File: src/rtl/asic_io_chan.sv
// asic_io_chan: NUM_CH byte-wide peripheral output channels on the Z80 I/O bus.
// Each channel has a TX FIFO, a strobe/ack handshake FSM, sticky error flags
// and a status/control register.
//
// Ports:
//   clk_sys    system clock
//   reset      synchronous, active-high reset
//   io_enable  0 blocks CPU writes and status read-clears (channels keep draining)
//   cpu_addr   I/O address, only [7:0] decoded
//   cpu_data   write data
//   cpu_wr     single-cycle write strobe
//   cpu_rd     single-cycle read strobe
//   io_dout    combinational read data (8'hFF outside the channel window)
//   ch_data    per-channel output byte, channel i at [8i+7:8i]
//   ch_strobe  per-channel data-valid strobe
//   ch_ack     per-channel acknowledge (level, synchronous to clk_sys)
//   irq        registered OR of enabled channel error flags
//
// Address map, channel i: data port BASE_ADDR+2i, status/control BASE_ADDR+2i+1.
// Status read: {en, irq_en, tmo, ovf, busy, full, empty, 1'b0}.
// Control write: bit0 en, bit1 flush (self-clearing), bit2 irq_en.
//
// Optional feature: define ASIC_IO_TIMEOUT_EN to abandon a byte after
// TIMEOUT_CYCLES cycles in WAIT_ACK and set the sticky tmo flag.

module asic_io_chan #(
  parameter int unsigned NUM_CH         = 4,
  parameter int unsigned FIFO_DEPTH     = 8,
  parameter int unsigned STROBE_CYCLES  = 4,
  parameter int unsigned TIMEOUT_CYCLES = 65535,
  parameter logic [7:0]  BASE_ADDR      = 8'h74
) (
  input  logic                clk_sys,
  input  logic                reset,
  input  logic                io_enable,
  input  logic [15:0]         cpu_addr,
  input  logic [7:0]          cpu_data,
  input  logic                cpu_wr,
  input  logic                cpu_rd,
  output logic [7:0]          io_dout,
  output logic [8*NUM_CH-1:0] ch_data,
  output logic [NUM_CH-1:0]   ch_strobe,
  input  logic [NUM_CH-1:0]   ch_ack,
  output logic                irq
);

  localparam int unsigned PW = (FIFO_DEPTH > 1) ? $clog2(FIFO_DEPTH) : 1;
  localparam int unsigned CW = PW + 1;
  localparam int unsigned SW = (STROBE_CYCLES > 1) ? $clog2(STROBE_CYCLES) : 1;

  typedef enum logic [1:0] {StIdle, StStrobe, StWaitAck} state_e;

  state_e                   r_state [NUM_CH];
  logic [7:0]               r_mem   [NUM_CH][FIFO_DEPTH];
  logic [PW-1:0]            r_rd    [NUM_CH];
  logic [PW-1:0]            r_wr    [NUM_CH];
  logic [CW-1:0]            r_cnt   [NUM_CH];
  logic [SW-1:0]            r_scnt  [NUM_CH];
  logic [NUM_CH-1:0]        r_en, r_irq_en, r_ovf, r_strobe;
  logic [NUM_CH-1:0][7:0]   r_data;
  logic                     r_irq;

  logic [7:0]               w_addr, w_off;
  logic                     w_hit, w_is_ctl;
  logic [NUM_CH-1:0]        w_sel, w_full, w_empty, w_data_wr, w_ctl_wr, w_stat_rd;
  logic [NUM_CH-1:0]        w_flush, w_pop, w_push, w_drop, w_tmo, w_tmo_set;
  logic                     w_unused;

`ifdef ASIC_IO_TIMEOUT_EN
  localparam int unsigned TW = (TIMEOUT_CYCLES > 1) ? $clog2(TIMEOUT_CYCLES) : 1;
  logic [TW-1:0]            r_tcnt [NUM_CH];
  logic [NUM_CH-1:0]        r_tmo;
  assign w_tmo = r_tmo;
  always_comb begin
    for (int i = 0; i < NUM_CH; i++) begin
      w_tmo_set[i] = (r_state[i] == StWaitAck) && !ch_ack[i] && !w_flush[i] &&
                     (r_tcnt[i] == TW'(TIMEOUT_CYCLES - 1));
    end
  end
`else
  assign w_tmo     = '0;
  assign w_tmo_set = '0;
`endif

  // Address decode: the compare on w_addr rules out wrap-around in w_off.
  assign w_addr   = cpu_addr[7:0];
  assign w_off    = w_addr - BASE_ADDR;
  assign w_hit    = (w_addr >= BASE_ADDR) && (w_off < 8'(2 * NUM_CH));
  assign w_is_ctl = w_off[0];
  assign w_unused = ^{cpu_addr[15:8], w_tmo_set};

  always_comb begin
    for (int i = 0; i < NUM_CH; i++) begin
      w_sel[i]     = w_hit && (w_off[7:1] == 7'(i));
      w_full[i]    = (r_cnt[i] == CW'(FIFO_DEPTH));
      w_empty[i]   = (r_cnt[i] == '0);
      w_data_wr[i] = io_enable && cpu_wr && w_sel[i] && !w_is_ctl;
      w_ctl_wr[i]  = io_enable && cpu_wr && w_sel[i] && w_is_ctl;
      w_stat_rd[i] = io_enable && cpu_rd && w_sel[i] && w_is_ctl;
      w_flush[i]   = w_ctl_wr[i] && cpu_data[1];
      w_pop[i]     = (r_state[i] == StIdle) && r_en[i] && !w_empty[i] && !w_flush[i];
      // A pop in the same cycle frees the slot, so a full FIFO still accepts.
      w_push[i]    = w_data_wr[i] && (!w_full[i] || w_pop[i]);
      w_drop[i]    = w_data_wr[i] && w_full[i] && !w_pop[i];
    end
  end

  always_comb begin
    io_dout = 8'hFF;
    for (int i = 0; i < NUM_CH; i++) begin
      if (w_sel[i]) begin
        io_dout = w_is_ctl ? {r_en[i], r_irq_en[i], w_tmo[i], r_ovf[i],
                              (r_state[i] != StIdle), w_full[i], w_empty[i], 1'b0}
                           : 8'(r_cnt[i]);
      end
    end
  end

  always_ff @(posedge clk_sys) begin
    for (int i = 0; i < NUM_CH; i++) begin
      if (w_push[i]) r_mem[i][r_wr[i]] <= cpu_data;
    end
  end

  always_ff @(posedge clk_sys) begin
    if (reset) begin
      for (int i = 0; i < NUM_CH; i++) begin
        r_state[i] <= StIdle;
        r_rd[i]    <= '0;
        r_wr[i]    <= '0;
        r_cnt[i]   <= '0;
        r_scnt[i]  <= '0;
`ifdef ASIC_IO_TIMEOUT_EN
        r_tcnt[i]  <= '0;
`endif
      end
`ifdef ASIC_IO_TIMEOUT_EN
      r_tmo    <= '0;
`endif
      r_en     <= '0;
      r_irq_en <= '0;
      r_ovf    <= '0;
      r_strobe <= '0;
      r_data   <= '0;
      r_irq    <= 1'b0;
    end else begin
      r_irq <= |(r_irq_en & (r_ovf | w_tmo));
      for (int i = 0; i < NUM_CH; i++) begin
        if (w_ctl_wr[i]) begin
          r_en[i]     <= cpu_data[0];
          r_irq_en[i] <= cpu_data[2];
        end
        // Set beats read-clear when both happen in one cycle.
        r_ovf[i] <= w_drop[i] || (r_ovf[i] && !w_stat_rd[i]);
`ifdef ASIC_IO_TIMEOUT_EN
        r_tmo[i] <= w_tmo_set[i] || (r_tmo[i] && !w_stat_rd[i]);
`endif

        if (w_flush[i]) begin
          r_rd[i]  <= '0;
          r_wr[i]  <= '0;
          r_cnt[i] <= '0;
        end else begin
          if (w_push[i]) r_wr[i] <= r_wr[i] + 1'b1;
          if (w_pop[i])  r_rd[i] <= r_rd[i] + 1'b1;
          if (w_push[i] && !w_pop[i])      r_cnt[i] <= r_cnt[i] + 1'b1;
          else if (w_pop[i] && !w_push[i]) r_cnt[i] <= r_cnt[i] - 1'b1;
        end

        if (w_flush[i]) begin
          r_state[i]  <= StIdle;
          r_strobe[i] <= 1'b0;
        end else begin
          case (r_state[i])
            StIdle: begin
              if (w_pop[i]) begin
                r_data[i]   <= r_mem[i][r_rd[i]];
                r_strobe[i] <= 1'b1;
                r_scnt[i]   <= SW'(STROBE_CYCLES - 1);
                r_state[i]  <= StStrobe;
              end
            end
            StStrobe: begin
              if (r_scnt[i] == '0) begin
                r_strobe[i] <= 1'b0;
                r_state[i]  <= StWaitAck;
`ifdef ASIC_IO_TIMEOUT_EN
                r_tcnt[i]   <= '0;
`endif
              end else begin
                r_scnt[i] <= r_scnt[i] - 1'b1;
              end
            end
            StWaitAck: begin
              if (ch_ack[i]) begin
                r_state[i] <= StIdle;
`ifdef ASIC_IO_TIMEOUT_EN
              end else if (w_tmo_set[i]) begin
                r_state[i] <= StIdle;
              end else begin
                r_tcnt[i] <= r_tcnt[i] + 1'b1;
`endif
              end
            end
            default: r_state[i] <= StIdle;
          endcase
        end
      end
    end
  end

  assign ch_data   = r_data;
  assign ch_strobe = r_strobe;
  assign irq       = r_irq;

endmodule

File: config.mk
export PLATFORM = sky130hd
export DESIGN_NAME = asic_io_chan
export DESIGN_NICKNAME = d
export VERILOG_FILES = /design/src/rtl/asic_io_chan.sv
export SDC_FILE = /design/constraint.sdc
export NUM_CORES = 1
export LEC_CHECK = 0
export ABC_AREA = 1
export BUFFER_PORTS_ARGS = -buffer_cell sky130_fd_sc_hd__buf_4
export CAP_MARGIN = 20
export CORE_MARGIN = 4
export CORE_UTILIZATION = 40
export CTS_BUF_LIST = sky130_fd_sc_hd__clkbuf_16
export CTS_CLUSTER_SIZE = 12
export DETAILED_ROUTE_END_ITERATION = 16
export PLACE_DENSITY_LB_ADDON = 0.3
export REMOVE_ABC_BUFFERS = 1
export SYNTH_ARGS = -nofsm -noshare
export SYNTH_HDL_FRONTEND = slang
export SYNTH_SLANG_ARGS = --single-unit
File: constraint.sdc
create_clock -name clk_sys -period 8.15 [get_ports clk_sys]
set_input_delay 2.0375 -clock clk_sys [delete_from_list [all_inputs] [get_ports clk_sys]]
set_output_delay 2.0375 -clock clk_sys [all_outputs]
set_load 0.01 [all_outputs]
**After elaboration in Yosys (flattened, before gate mapping)**

Memories as Yosys holds them, arrays and structs flattened.
Cells that the tools add are included.

- Mux-type cells: 283
- Equality and inequality tests: 23
- Bitwise operators: 69
- Magnitude comparators: 14
- Add/sub/neg operators: 21
- Reductions and logical operators: 145

Operator list:

| operator | number |
|---|---|
| 64-bit two-way mux | 10 |
| 64-bit OR reduction | 3 |
| 1-bit two-way mux | 182 |
| 8-bit two-way mux | 20 |
| 8-bit binary-select mux with 3-bit select | 4 |
| 8-bit demux with 3-bit select | 4 |
| 1-bit logical AND | 71 |
| 2-bit two-way mux | 31 |
| 1-bit OR | 56 |
| 3-bit two-way mux | 16 |
| 4-bit two-way mux | 12 |
| 4-bit >= comparator (second input constant) | 8 |
| 3-bit inverter with 4-bit output | 8 |
| 1-bit logical NOT | 25 |
| 3-bit by 1-bit adder with 3-bit output (second input constant) | 8 |
| 3-bit AND reduction | 8 |
| 4-bit by 1-bit adder with 4-bit output (second input constant) | 4 |
| 4-bit equality test (second input constant) | 4 |
| 2-bit logical NOT | 8 |
| 4-bit logical NOT | 4 |
| 4-bit by 1-bit < comparator with 1-bit output (second input constant) | 4 |
| 2-bit != test (second input constant) | 8 |
| 2-bit nonzero test | 8 |
| 4-bit by 1-bit subtractor with 4-bit output (second input constant) | 4 |
| 16 further kinds | 45 |

- Bits in writable memories: 312
- Output and inout bits: 45
- Bits in registers: 49
- Memories kept: 6

Memories:

| memory | depth | bits a word | read ports | clocked after memory_dff | write ports | line | RTL |
|---|---|---|---|---|---|---|---|
| r_mem | 4 | 64 | 4 | 0 | 1 | 54 | `logic [7:0] r_mem [NUM_CH][FIFO_DEPTH];` |
| r_cnt | 4 | 4 | 4 | 0 | 4 | 57 | `logic [CW-1:0] r_cnt [NUM_CH];` |
| r_rd | 4 | 3 | 4 | 0 | 4 | 55 | `logic [PW-1:0] r_rd [NUM_CH];` |
| r_wr | 4 | 3 | 4 | 0 | 4 | 56 | `logic [PW-1:0] r_wr [NUM_CH];` |
| r_scnt | 4 | 2 | 4 | 0 | 4 | 58 | `logic [SW-1:0] r_scnt [NUM_CH];` |
| r_state | 4 | 2 | 4 | 0 | 4 | 53 | `state_e r_state [NUM_CH];` |

**Logic depth before layout (Yosys ltp)**

- Depth in word-level cells: 19
- Mapped depth: 15
- Gate-level depth less buffers: 15

**Worst setup path before layout**

OpenSTA, ideal clock, no wires.

- Kind: input port to output port
- Start: input port cpu_addr[2]
- End: output port io_dout[1]
- Data required time: 6.113 ns
- Stages on the path: 11
- Slack: 2.652 ns
- Arrival: 3.461 ns
- Buffers on the path: 1
- Cells stage by stage: inv_1 > ha_1 > nand2_1 > a21oi_1 > nand2_1 > nor2_4 > nand2_2 > buf_2 > nor2_1 > a22oi_1 > o21ai_0

- Longest elaborated chain between the ends: 8
- Elaborated cells between the ends (all ways): 16
- Classes of those cells: add/sub: 1; order compare: 2; eq/ne: 3; mux: 4; reduce/logical: 6

Ends and longest elaborated chain:

| element | line | RTL |
|---|---|---|
| start, declared | 36 | `input logic [15:0] cpu_addr,` |
| 8-bit by 7-bit subtractor with 8-bit output | 87 | `assign w_off = w_addr - BASE_ADDR;` |
| 8-bit by 4-bit < comparator with 1-bit output | 88 | `assign w_hit = (w_addr >= BASE_ADDR) && (w_off < 8'(2 * NUM_CH));` |
| 1-bit logical AND | 88 |  |
| 1-bit logical AND | 94 | `w_sel[i] = w_hit && (w_off[7:1] == 7'(i));` |
| 8-bit two-way mux (3 in series) | 111 | `if (w_sel[i]) begin` |
| 8-bit two-way mux (*) | 111 |  |
| end, declared | 40 | `output logic [7:0] io_dout,` |

Every way passes the cells marked *; elsewhere a longest branch is shown, timed or not.

**Worst setup path after layout**

Same ends and word-level chain as after synthesis.

==> flow_results.xml <==
<?xml version="1.0" encoding="UTF-8"?>
<metrics>
  <group name="run_status">
    <metric name="run_status" unit="">finished, final reports clean</metric>
  </group>
  <group name="finish">
    <metric name="area_growth_syn_to_layout" unit="%">14.8</metric>
    <metric name="antennaDiodeCount" unit="">0</metric>
    <metric name="drive_above_1_share" unit="">0.105</metric>
    <metric name="multi_input_comb_area" unit="um^2">4660</metric>
    <metric name="layout_filler_cell_count" unit="">3604</metric>
    <metric name="nNetsFinal" unit="">1630</metric>
    <metric name="layout.cells.non_filler" unit="">2122</metric>
    <metric name="regArea" unit="um^2">10300</metric>
  </group>
  <group name="route">
    <metric name="post_drt_wl_per_cell" unit="um">16.6</metric>
    <metric name="antenna_violating_nets_post_route" unit="">0</metric>
    <metric name="initial_detailed_routing_violation_count" unit="">799</metric>
    <metric name="num_vias" unit="">10841</metric>
    <metric name="post_drt_via_cell_ratio" unit="">5.11</metric>
    <metric name="number_of_iterations_in_the_first_detailed_routing_pass" unit="">5</metric>
    <metric name="post-route-drc-count" unit="">0</metric>
    <metric name="wirelength" unit="um">35200</metric>
  </group>
  <group name="critical_path">
    <metric name="critPathKind" unit="">input pin to output pin</metric>
    <metric name="start_kind" unit="">input pin</metric>
    <metric name="timing.critical_path.to_type" unit="">output pin</metric>
    <metric name="worstPathRequired" unit="ns">6.11</metric>
    <metric name="arrival" unit="ns">3.90</metric>
    <metric name="critPathMaxFanout" unit="">13</metric>
  </group>
  <group name="sta">
    <metric name="finalMaxSlewViolations" unit="">0</metric>
    <metric name="tns" unit="ns">0</metric>
    <metric name="post-route-period-util" unit="">0.728</metric>
    <metric name="grt_setup_unrepaired" unit="">no</metric>
    <metric name="fin_worst_skew" unit="ns">0.0115</metric>
    <metric name="timing_worst_slew_pin_value" unit="ns">1.07</metric>
    <metric name="final_hold_viol_count" unit="">0</metric>
    <metric name="timing.final.setup_violations" unit="">0</metric>
    <metric name="final_period_minus_worst_setup_slack" unit="ns">5.94</metric>
    <metric name="max_slew_margin" unit="">0.284</metric>
    <metric name="timing.fmax" unit="MHz">168</metric>
    <metric name="worst_hold_margin" unit="ns">0.479</metric>
  </group>
  <group name="synthesis">
    <metric name="synthesis.area" unit="um^2">15700</metric>
    <metric name="yosys.area.top_type" unit="">sky130_fd_sc_hd__edfxtp_1</metric>
    <metric name="synth_async_sr_flop_share" unit="">0</metric>
    <metric name="syn_inst" unit="">1503</metric>
    <metric name="synth_top_area_frac" unit="">0.597</metric>
    <metric name="yosysSeqAreaShare" unit="">0.659</metric>
    <metric name="synth-edff-count" unit="">312</metric>
    <metric name="syn_avg_cell_area" unit="um^2">10.4</metric>
    <metric name="ranking_of_synthesized_cells_by_area" unit="">sky130_fd_sc_hd__edfxtp_1 (60%), sky130_fd_sc_hd__nand2_1 (7.5%), sky130_fd_sc_hd__nand3_1 (6.3%)</metric>
    <metric name="synth-main-ff-cell" unit="">sky130_fd_sc_hd__edfxtp_1</metric>
    <metric name="synth.distinct_cells" unit="">38</metric>
    <metric name="synth-seq-cells" unit="">361</metric>
    <metric name="synth_warnings" unit="">0</metric>
  </group>
  <group name="pwr">
    <metric name="peak_supply_drop" unit="mV">0.176</metric>
    <metric name="p_int" unit="W">0.00310</metric>
    <metric name="switch_share" unit="">0.213</metric>
    <metric name="power-per-cell-area" unit="nW/um^2">219</metric>
    <metric name="netSwitchingPower" unit="W">0.000839</metric>
    <metric name="pwr-share-clk" unit="">0.438</metric>
    <metric name="combPwrFrac" unit="">0.046</metric>
    <metric name="power_frac_seq" unit="">0.516</metric>
    <metric name="power_leakage" unit="nW">6.81</metric>
  </group>
  <group name="die">
    <metric name="core_area" unit="um^2">38700</metric>
    <metric name="initial_utilization" unit="">0.405</metric>
    <metric name="die_area" unit="um^2">42500</metric>
    <metric name="io_pins" unit="">78</metric>
    <metric name="floorplan.die.width" unit="um">206</metric>
    <metric name="floorplan.die.height" unit="um">206</metric>
    <metric name="row_count" unit="">72</metric>
  </group>
  <group name="place">
    <metric name="routability_congestion" unit="">0.864</metric>
    <metric name="place_hpwl" unit="um">22200</metric>
    <metric name="placed_cells_incl_taps" unit="">2047</metric>
    <metric name="place.port_buffers" unit="">69</metric>
  </group>
  <group name="clock_network">
    <metric name="h-tree-depth" unit="">2</metric>
    <metric name="cts_buffers" unit="">40</metric>
    <metric name="cts_tree" unit="">done</metric>
    <metric name="insertion_delay_to_the_later_sink_of_the_worst_skew_pair" unit="ns">0.54</metric>
    <metric name="clkSinkCount" unit="">361</metric>
    <metric name="cts_resized" unit="">0</metric>
    <metric name="cts_hold_repair.buffers" unit="">0</metric>
    <metric name="path_clk_slew" unit="ns">0.05</metric>
    <metric name="clock_tree.root_cell" unit="">sky130_fd_sc_hd__clkbuf_16</metric>
    <metric name="clock_path_buffers" unit="">3</metric>
    <metric name="postCtsSetupRepairBufs" unit="">0</metric>
  </group>
  <group name="global_routing">
    <metric name="grt_remaining_overflow" unit="">0</metric>
    <metric name="largest_net_degree_at_the_start_of_global_routing" unit="">38</metric>
    <metric name="via_count_of_the_first_global_routing_pass" unit="">10360</metric>
    <metric name="gr-usage-met1" unit="">0.235</metric>
    <metric name="grt_antenna_before_repair" unit="">0</metric>
    <metric name="grt_first_pass_wirelength" unit="um">55600</metric>
    <metric name="gr-usage-all-layers" unit="">0.166</metric>
    <metric name="grt.busiest_layer" unit="">met2</metric>
    <metric name="groute.layer.met3.usage" unit="">0.0282</metric>
    <metric name="gr-usage-met2" unit="">0.263</metric>
  </group>
  <group name="run">
    <metric name="maxCapViolCount" unit="">0</metric>
  </group>
  <group name="worst_hold_path">
    <metric name="hold_crit_path_type" unit="">flip-flop to flip-flop</metric>
  </group>
</metrics>
-- synthesized netlist by cell type, types with 9 or more instances --
library cell / count
sky130_fd_sc_hd__a21oi_1: 27
sky130_fd_sc_hd__clkbuf_1: 52
sky130_fd_sc_hd__dfxtp_1: 49
sky130_fd_sc_hd__edfxtp_1: 312
sky130_fd_sc_hd__ha_1: 21
sky130_fd_sc_hd__inv_1: 115
sky130_fd_sc_hd__nand2_1: 315
sky130_fd_sc_hd__nand3_1: 198
sky130_fd_sc_hd__nand4_1: 15
sky130_fd_sc_hd__nor2_1: 168
sky130_fd_sc_hd__nor3_1: 22
sky130_fd_sc_hd__o21ai_0: 114
sky130_fd_sc_hd__o22ai_1: 9
sky130_fd_sc_hd__xnor2_1: 10
sky130_fd_sc_hd__xor2_1: 14
-- kinds of logic after synthesis --
group / synth area share
buffers and inverters: 0.0439
xor gates and xnor gates: 0.0134
AOI/OAI and AO/OA: 0.0613
DFF: 0.659
adders and majority gates: 0.0167
and+or+nand+nor: 0.205
-- sequential cells by signal, summed over array words and instances (netlist names) --
register,count
ch_data,32
r_state,8
r_irq_en,4
r_ovf,4
r_en,4
r_cnt,16
irq,1
r_mem,256
r_rd,12
r_scnt,8
ch_strobe,4
r_wr,12
-- layout make-up --
| type | count | share of cell area |
|---|---|---|
| flip-flops and latches | 361 | 0.574 |
| multi-input cells | 965 | 0.258 |
| clock buffers | 41 | 0.0569 |
| repair buffers | 91 | 0.0372 |
| well taps | 518 | 0.0360 |
| inverters | 117 | 0.0244 |
| clock inverters | 29 | 0.0125 |
-- critical path, stage by stage --
cell                      delay [ns]
sky130_fd_sc_hd__buf_4          0.12
sky130_fd_sc_hd__inv_1          0.06
sky130_fd_sc_hd__ha_1           0.27
sky130_fd_sc_hd__nand2_1        0.06
sky130_fd_sc_hd__a21oi_1        0.12
sky130_fd_sc_hd__nand2_1        0.10
sky130_fd_sc_hd__nor2_4         0.20
sky130_fd_sc_hd__nand2_2        0.20
sky130_fd_sc_hd__nor2_1         0.29
sky130_fd_sc_hd__a22oi_1        0.15
sky130_fd_sc_hd__o21ai_0        0.12
sky130_fd_sc_hd__buf_4          0.16
-- through the flow --
step	utilization	setup slack, ns	power, W	cell area, um^2
3_3_place_gp	0.432	2.24	0.00225	16700
5_1_grt	0.465	1.93	0.00409	18000
3_5_place_dp	0.432	2.22	0.00225	16700
2_1_floorplan	-	2.73	0.00217	15400
4_1_cts	0.464	2.20	0.00399	18000
6_report	0.465	2.21	0.00394	18000
-- metal layers --
| metal | up-vias | wire (um) | share of wire |
|---|---|---|---|
| li1 | 5340 | - | - |
| met1 | 5162 | 16200 | 0.46 |
| met2 | 285 | 16300 | 0.46 |
| met3 | 54 | 1890 | 0.054 |
| met4 | 0 | 791 | 0.022 |
| met5 | - | 0 | 0 |
-- power by group through the flow --
stage / logic (W) / registers [W] / clock network (W)
after floorplan: 0.0000964 / 0.00207 / 0
after global placement: 0.000178 / 0.00207 / 0
after detailed placement: 0.000181 / 0.00207 / 0
after CTS: 0.000182 / 0.00203 / 0.00177
after global routing: 0.000204 / 0.00204 / 0.00185
final: 0.000180 / 0.00204 / 0.00173
-- layout by cell type (no fill, tap or decap), types with 2 or more instances in the layout --
cell                        Yosys  routed
sky130_fd_sc_hd__a21oi_1       27      27
sky130_fd_sc_hd__a22oi_1        2       2
sky130_fd_sc_hd__a31oi_1        3       3
sky130_fd_sc_hd__buf_2          2       5
sky130_fd_sc_hd__buf_4          4      85
sky130_fd_sc_hd__bufinv_16      0       4
sky130_fd_sc_hd__clkbuf_16      0      41
sky130_fd_sc_hd__clkinv_1       0       6
sky130_fd_sc_hd__clkinv_2       0       6
sky130_fd_sc_hd__dfxtp_1       49      49
sky130_fd_sc_hd__edfxtp_1     312     312
sky130_fd_sc_hd__ha_1          21      21
sky130_fd_sc_hd__inv_1        115     126
sky130_fd_sc_hd__inv_2          2       3
sky130_fd_sc_hd__nand2_1      315     315
sky130_fd_sc_hd__nand2_2        7       7
sky130_fd_sc_hd__nand3_1      198     198
sky130_fd_sc_hd__nand3b_1       4       4
sky130_fd_sc_hd__nand4_1       15      15
sky130_fd_sc_hd__nor2_1       168     168
sky130_fd_sc_hd__nor2_2         5       5
sky130_fd_sc_hd__nor2_4         4       4
sky130_fd_sc_hd__nor3_1        22      22
sky130_fd_sc_hd__nor3_2         2       2
sky130_fd_sc_hd__o211ai_1       2       2
sky130_fd_sc_hd__o21a_1         3       3
sky130_fd_sc_hd__o21ai_0      114     114
sky130_fd_sc_hd__o21ai_1        5       5
sky130_fd_sc_hd__o221ai_1       8       8
sky130_fd_sc_hd__o22ai_1        9       9
sky130_fd_sc_hd__xnor2_1       10      10
sky130_fd_sc_hd__xor2_1        14      14
-- path summary, 6_finish.rpt --
check | start | end | slack, ns | cells past startpoint
worst max-delay path | cpu_addr[2] | io_dout[1] | 2.21 | 12
worst min-delay path | ch_data[5] | ch_data[5] | 0.48 | 2
worst max register to register | r_cnt[0][0] | r_mem[0][17] | 4.78 | 10
worst min register to register | ch_data[5] | ch_data[5] | 0.48 | 2
Power figures use the tool's default switching activity.
